**src/rtl/pwm_capture.sv**
```systemverilog
// pwm_capture: measures period, per-class phase durations, shoot-through and timeout of a
// complementary PWM gate pair, reporting each completed pwm_in1 period.
module pwm_capture #(
  parameter logic [10:0] TIMEOUT = 11'd2047
) (
  input  logic        clock_in,
  input  logic        reset,
  input  logic        enable,
  input  logic        pwm_in1,
  input  logic        pwm_in2,
  output logic [10:0] period_count,
  output logic [10:0] high1_count,
  output logic [10:0] high2_count,
  output logic [10:0] dead_count,
  output logic [10:0] overlap_count,
  output logic        meas_valid,
  output logic        shoot_through,
  output logic        timeout
);
  typedef enum logic [1:0] {IDLE, WAIT_SYNC, MEASURE} state_t;
  state_t      state_q, state_d;
  logic [1:0]  sync1_q, sync2_q;
  logic        s1_prev_q;
  logic [10:0] per_q, per_d, h1_q, h1_d, h2_q, h2_d, dead_q, dead_d, ov_q, ov_d;
  logic [10:0] period_q, period_d, high1_q, high1_d, high2_q, high2_d;
  logic [10:0] dead_out_q, dead_out_d, ovl_q, ovl_d;
  logic        meas_valid_q, meas_valid_d, shoot_q, shoot_d, timeout_q, timeout_d;
  logic        s1, s2, rise, c_h1, c_h2, c_dead, c_ov;
  always_comb begin
    s1     = sync1_q[1];
    s2     = sync2_q[1];
    rise   = s1 & ~s1_prev_q;
    c_h1   = s1 & ~s2;
    c_h2   = ~s1 & s2;
    c_dead = ~s1 & ~s2;
    c_ov   = s1 & s2;
    state_d      = state_q;
    per_d        = per_q;
    h1_d         = h1_q;
    h2_d         = h2_q;
    dead_d       = dead_q;
    ov_d         = ov_q;
    period_d     = period_q;
    high1_d      = high1_q;
    high2_d      = high2_q;
    dead_out_d   = dead_out_q;
    ovl_d        = ovl_q;
    meas_valid_d = 1'b0;
    timeout_d    = timeout_q;
    shoot_d      = shoot_q | ((state_q != IDLE) & c_ov);
    if (!enable) begin
      state_d = IDLE;
    end else begin
      case (state_q)
        IDLE: begin
          state_d = WAIT_SYNC;
          per_d   = '0;
          h1_d    = '0;
          h2_d    = '0;
          dead_d  = '0;
          ov_d    = '0;
        end
        WAIT_SYNC: begin
          if (rise) begin
            state_d = MEASURE;
            per_d   = 11'd1;
            h1_d    = {10'd0, c_h1};
            h2_d    = {10'd0, c_h2};
            dead_d  = {10'd0, c_dead};
            ov_d    = {10'd0, c_ov};
          end
        end
        MEASURE: begin
          // A rise coinciding with the timeout boundary still completes the period.
          if (rise) begin
            period_d     = per_q;
            high1_d      = h1_q;
            high2_d      = h2_q;
            dead_out_d   = dead_q;
            ovl_d        = ov_q;
            meas_valid_d = 1'b1;
            timeout_d    = 1'b0;
            per_d        = 11'd1;
            h1_d         = {10'd0, c_h1};
            h2_d         = {10'd0, c_h2};
            dead_d       = {10'd0, c_dead};
            ov_d         = {10'd0, c_ov};
          end else if (per_q == TIMEOUT) begin
            state_d   = WAIT_SYNC;
            timeout_d = 1'b1;
            per_d     = '0;
            h1_d      = '0;
            h2_d      = '0;
            dead_d    = '0;
            ov_d      = '0;
          end else begin
            per_d  = per_q + 11'd1;
            h1_d   = h1_q + {10'd0, c_h1};
            h2_d   = h2_q + {10'd0, c_h2};
            dead_d = dead_q + {10'd0, c_dead};
            ov_d   = ov_q + {10'd0, c_ov};
          end
        end
        default: state_d = IDLE;
      endcase
    end
  end
  always_ff @(posedge clock_in or posedge reset) begin
    if (reset) begin
      state_q      <= IDLE;
      sync1_q      <= '0;
      sync2_q      <= '0;
      s1_prev_q    <= 1'b0;
      per_q        <= '0;
      h1_q         <= '0;
      h2_q         <= '0;
      dead_q       <= '0;
      ov_q         <= '0;
      period_q     <= '0;
      high1_q      <= '0;
      high2_q      <= '0;
      dead_out_q   <= '0;
      ovl_q        <= '0;
      meas_valid_q <= 1'b0;
      shoot_q      <= 1'b0;
      timeout_q    <= 1'b0;
    end else begin
      state_q      <= state_d;
      sync1_q      <= {sync1_q[0], pwm_in1};
      sync2_q      <= {sync2_q[0], pwm_in2};
      s1_prev_q    <= s1;
      per_q        <= per_d;
      h1_q         <= h1_d;
      h2_q         <= h2_d;
      dead_q       <= dead_d;
      ov_q         <= ov_d;
      period_q     <= period_d;
      high1_q      <= high1_d;
      high2_q      <= high2_d;
      dead_out_q   <= dead_out_d;
      ovl_q        <= ovl_d;
      meas_valid_q <= meas_valid_d;
      shoot_q      <= shoot_d;
      timeout_q    <= timeout_d;
    end
  end
  assign period_count  = period_q;
  assign high1_count   = high1_q;
  assign high2_count   = high2_q;
  assign dead_count    = dead_out_q;
  assign overlap_count = ovl_q;
  assign meas_valid    = meas_valid_q;
  assign shoot_through = shoot_q;
  assign timeout       = timeout_q;
endmodule

```
**config.mk**
```make
export PLATFORM = sky130hd
export DESIGN_NAME = pwm_capture
export DESIGN_NICKNAME = d
export VERILOG_FILES = /design/src/rtl/pwm_capture.sv
export SDC_FILE = /design/constraint.sdc
export NUM_CORES = 1
export LEC_CHECK = 0
export BUFFER_PORTS_ARGS = -buffer_cell sky130_fd_sc_hd__buf_2
export CAP_MARGIN = 20
export CELL_PAD_IN_SITES_DETAIL_PLACEMENT = 1
export CELL_PAD_IN_SITES_GLOBAL_PLACEMENT = 2
export CORE_MARGIN = 1.5
export CORE_UTILIZATION = 41
export CTS_BUF_LIST = sky130_fd_sc_hd__clkbuf_8
export DETAILED_ROUTE_END_ITERATION = 8
export PLACE_DENSITY = 0.93
export SYNTH_ARGS = -nofsm -noshare
export SYNTH_HDL_FRONTEND = slang
export SYNTH_SLANG_ARGS = --single-unit
```
**constraint.sdc**
```tcl
create_clock -name clock_in -period 9.1 [get_ports clock_in]
set_input_delay 0.91 -clock clock_in [delete_from_list [all_inputs] [get_ports clock_in]]
set_output_delay 0.91 -clock clock_in [all_outputs]
set_load 0.02 [all_outputs]
```
# Word level (Yosys, flattened, before mapping)
# Cells that the tools add are included.
# W data, S select, Z words.
dict set report word_totals {
  regBits 120
  in_bits 5
  out_inout_bits 58
  elab_cells 77
}
dict set report op_classes {
  add_sub_neg 5
  eq_ne 7
  muxes 30
  bitwise_logic 10
  reduce_logical 8
}
# op count
set op_table {}
lappend op_table {{$mux W11} 15}
lappend op_table {{$pmux W11 S3} 5}
lappend op_table {{$add A11 B1 Y11} 4}
lappend op_table {{$reduce_and A3 Y1} 4}
lappend op_table {{$add A11 B1 Y11 const B} 1}
lappend op_table {{$eq A11 B11 Y1 const B} 1}
lappend op_table {{$ne A3 B3 Y1 const B} 3}
lappend op_table {{$mux W2} 4}
lappend op_table {{$and A1 B1 Y1} 6}
lappend op_table {{$pmux W2 S3} 1}
lappend op_table {{$mux W1} 5}
lappend op_table {{$reduce_bool A2 Y1} 2}
lappend op_table {{$not A1 Y1} 3}
lappend op_table {{$reduce_bool A3 Y1} 1}
lappend op_table {{$eq A2 B1 Y1 const B} 1}
lappend op_table {{$eq A2 B2 Y1 const B} 1}
lappend op_table {{$logic_not A2 Y1} 1}
lappend op_table {{$ne A2 B2 Y1 const B} 1}
lappend op_table {{$or A1 B1 Y1} 1}

# Depth between registers and ports, before layout
dict set report logic_depth {
  word_depth 6
  depth_mapped 9
  depth_no_buf 7
}

# Worst setup path after synthesis
# No wires, ideal clock.
dict set report synth_timing {
  path_kind {input -> register}
  startpoint {input port enable}
  endpoint {register dead_q[10]}
  setup_time_ns 0.134
  arrival_time_ns 2.089
  required_ns 8.966
  slack_ns 6.876
  path_stages 7
  n_path_buf 3
  cell_sequence {buf_2 o31a_2 o21ai_1 buf_2 buf_2 o41ai_1 a21oi_1}
}
dict set report synth_between {
  elab_chain_len 1
}
# element line
set synth_lines {}
lappend synth_lines {{from (decl)} 8} ;# input logic enable,
lappend synth_lines {{$reduce_and A3 Y1 (no source line)} --}
lappend synth_lines {{to (signal assigned)} 117} ;# dead_q <= '0;
lappend synth_lines {{to (signal assigned)} 135} ;# dead_q <= dead_d;
lappend synth_lines {{to (decl)} 24} ;# logic [10:0] per_q, per_d, h1_q, h1_d, h2_q, h2_d, dead_q, dead_d, ov_q, ov_d;
# No other way between the ends.
# A chain may end at the register's enable or synchronous reset.

# Worst setup path in the final report
dict set report layout_timing {
  startpoint {register state_q[1]}
  endpoint {register h2_q[7]}
}
dict set report layout_between {
  elab_chain_len 3
  word_cells_on_any_way 7
  classes_between {eq/ne (3); mux (1); reduce/logical (3)}
}
# element line
set layout_lines {}
lappend layout_lines {{from (decl)} 21} ;# state_t state_q, state_d;
lappend layout_lines {{from (signal assigned)} 128} ;# state_q <= state_d;
lappend layout_lines {{$eq A2 B1 Y1 (tied with other cells)} 54} ;# case (state_q)
lappend layout_lines {{$ne A2 B2 Y1 (no source line) / $reduce_bool A3 Y1 (equally long branches)} --}
lappend layout_lines {{$reduce_and A3 Y1 (no source line)} --}
lappend layout_lines {{to (signal assigned)} 116} ;# h2_q <= '0;
lappend layout_lines {{to (signal assigned)} 134} ;# h2_q <= h2_d;
lappend layout_lines {{to (decl)} 24}
# Several ways; a longest one is shown, not always the timed one.

==> metrics.md <==
| Metric | Value |
|---|---|
| Max Clk Rate | 363 MHz |
| Clock Root Buffer | clkbuf_8 |
| Lkg Pwr | about 0.0032 uW |
| Final Max Slew Viols | 0 |
| Setup TNS Final | 0 ns |
| Largest cells by area after synthesis | dfrtp_1 (55%), nand2_1 (12%), ha_1 (3.0%), a21oi_1 (2.8%), xnor2_1 (2.3%) |
| CP Capture Type | flop |
| # setup viols final | 0 |
| Post-layout util | 50.0% |
| CTS Sinks | 120 |
| First-pass GRT wire length | ~23,000 um |
| Setup crit start kind | flop |
| Post-synth EDFFs | 0 |
| Fraction of registers with async set/reset | 100% |
| # resized after CTS | 0 |
| Min-delay worst type | flop to flop |
| Worst slew margin | between 40 and 50% |
| Worst Max-Slew Pin Slew | 0.842 ns |
| Core area | 0.0128 mm2 |
| Tot Pwr | 1260 uW |
| Synth Register Bits | 120 |
| RSZ-0062 raised after global routing | no |
| Cell count after synthesis | 563 |
| CP peak stage delay | 0.71 ns |
| Post-synth top area share | a little under three fifths |
| Worst path cell trace | inv_1 -> ha_1 -> o31a_2 -> o21ai_2 -> buf_4 -> or4_1 -> a21oi_1 |
| Nets | between 600 and 700 |
| Commonest non-fill, non-tap cell in the layout | nand2_1 |
| Worst-path maximum fanout | 29 |
| Top Ports | 63 |
| DRC viols | 0 |
| Pin count of the biggest net entering global routing | 67 |
| Vias in the first global route | 4,667 |
| Clock transition at path regs | 0.08 ns |
| Initial antenna violation count | 0 |
| Worst Setup Path Type | flop to flop |
| Synth Area per Inst | 9.65 um2 |
| Tot GR Track Use | 20.7% |
| Die Area | between 0.01 and 0.015 mm2 |
| Antenna Nets Post-Route | 0 |
| Max-Cap Viols | 0 |
| Post-CTS Setup Inserts | 0 |
| Layout Skew | 0.0147 ns |
| Initial core utilization | a little over two fifths |
| Die width | about 120 um |
| Die H | 118 um |
| Grt ovf | 0 |
| Post-Syn Area | around 0.0054 mm2 |
| Hold Violations, Final | 0 |
| Total wire length | 13,400 um |
| WP data arrival | between 3 and 4 ns |
| Net count after synthesis | between 500 and 600 |
| Routability cong. | 0.843 |
| Buffers on Ports | 62 |
| Post-CTS Hold Buffers | 0 |
| Worst vdd ir | about 85 uV |
| Slowest stage cell, crit path | ha_1 |
| Sequential cell area fraction in the yosys report | 55.3% |
| CTS H-tree lvls | 4 |
| YS warnings | 0 |
| Row count | 41 |
| P&R area growth vs syn | 17.7% |
| DR pass1 iterations | 4 |
| Final Cycle Share | a little under a third |
| Vias per cell | 5.43 |
| Main flop type after synthesis | dfrtp_1 |
| Pwr dens | 197 mW/mm2 |
| Crit path time final | about 2.8 ns |
| Layout cell share with drive strength beyond 1 | 18.3% |
| Total CTS buffers | 17 |
| Status | completed |
| Post-DR wirelength/cell | 16.6 um |
| Via count | between 4,000 and 5,000 |
| Worst-Skew Late Latency | 0.45 ns |
| HPWL Detailed | between 8000 and 9000 um |
| # diodes | 0 |
| Clock Tree Buf Depth | 2 |
| Netlist cell types | 57 |
| Most frequent cells in the layout | nand2_1 (168), dfrtp_1 (120), buf_2 (62), a21oi_1 (30), nor2_1 (25) |
| DRT iter0 DRCs | 252 |
| Synth area leader | dfrtp_1 |
| Critical Path RT | approximately 9.5 ns |
| CTS tree | built |
-- cell usage after synthesis (all sizes together) (8+ instances only) --
cell	number
or3	8
nor2	25
a211oi	9
or4	13
buf	17
a21oi	31
o21ai	20
nand2	168
nand4	10
clkbuf	12
inv	16
nand3	15
ha	13
xnor2	14
o31ai	14
dfrtp	120
-- cell families (layout without fill, tap and decap cells) --
family | count (synthesis) | after routing | share of synthesized area, %
simple gates | 260 | 260 | 21.6
flops | 120 | 120 | 55.3
compound gates | 106 | 106 | 13.3
buf+inv | 45 | 116 | 3.73
xor+xnor | 18 | 18 | 2.90
fa+ha+maj | 13 | 13 | 2.99
mux | 1 | 1 | 0.184
-- metal layers --
| layer | share of wire, % | wire length (um) | global-route usage, % | vias up |
|---|---|---|---|---|
| li1 | - | - | - | 2053 |
| met1 | 47 | 6280 | 27.6 | 2217 |
| met2 | 47 | 6280 | 32.8 | 90 |
| met3 | 4.1 | 545 | 5.33 | 20 |
| met4 | 1.9 | 249 | 7.01 | 0 |
| met5 | 0 | 0 | 0 | - |
-- flip-flops by register name (all words and copies together), names as in the netlist --
signal and flops:
sync2_q 2, dead_q 11, ov_q 11, per_q 11, sync1_q 2, timeout 1, meas_valid 1, state_q 2
overlap_count 11, h2_q 11, high1_count 11, dead_count 11, shoot_through 1, high2_count 11, h1_q 11, period_count 11
s1_prev_q 1
-- where the power goes --
| part | internal (uW) | switching, uW |
|---|---|---|
| sequential | 540 | 7.68 |
| combinational | 23.3 | 73.2 |
| clock | 394 | 221 |
-- area by class of cell --
type | instances | area (um2)
clock inverters | 13 | 248
multi-input cells | 398 | 2230
flip-flops and latches | 120 | 3000
repair buffers | 68 | 368
clock buffers | 19 | 262
well taps | 172 | 215
inverters | 16 | 62.6
fillers | 1462 | 6380
-- path summary, 6_finish.rpt --
path | startpoint | slack [ns] | endpoint | cells after the start
min in group asynchronous | reset | 0.56 | ov_q[6]$_DFFE_PP0P_ | 2
worst min-delay path | sync1_q[0]$_DFF_PP0_ | 0.35 | sync1_q[1]$_DFF_PP0_ | 0
worst max register to register | state_q[1]$_DFFE_PP0P_ | 6.34 | h2_q[7]$_DFFE_PP0P_ | 7
max in group asynchronous | reset | 7.23 | per_q[5]$_DFFE_PP0P_ | 3
worst max-delay path | state_q[1]$_DFFE_PP0P_ | 6.34 | h2_q[7]$_DFFE_PP0P_ | 7
worst min register to register | sync1_q[0]$_DFF_PP0_ | 0.35 | sync1_q[1]$_DFF_PP0_ | 0
-- critical path, delay by kind of cell, from the launching register on --
kind	cells	cell delay (ns)
fa+ha+maj	1	0.71
simple gates	1	0.53
compound gates	3	0.64
buf+inv	2	0.38
flops	1	0.41
-- per-stage QoR --
step	cells	cell area (um2)	setup WS [ns]	hold WS [ns]
global placement	773	5860	6.22	0.334
finish	806	6390	6.34	0.349
global route	806	6390	6.18	0.360
floorplan	563	5430	5.00	0.331
detailed placement	774	5880	6.42	0.337
CTS	806	6390	6.36	0.348
Power figures use the tool's default switching activity.
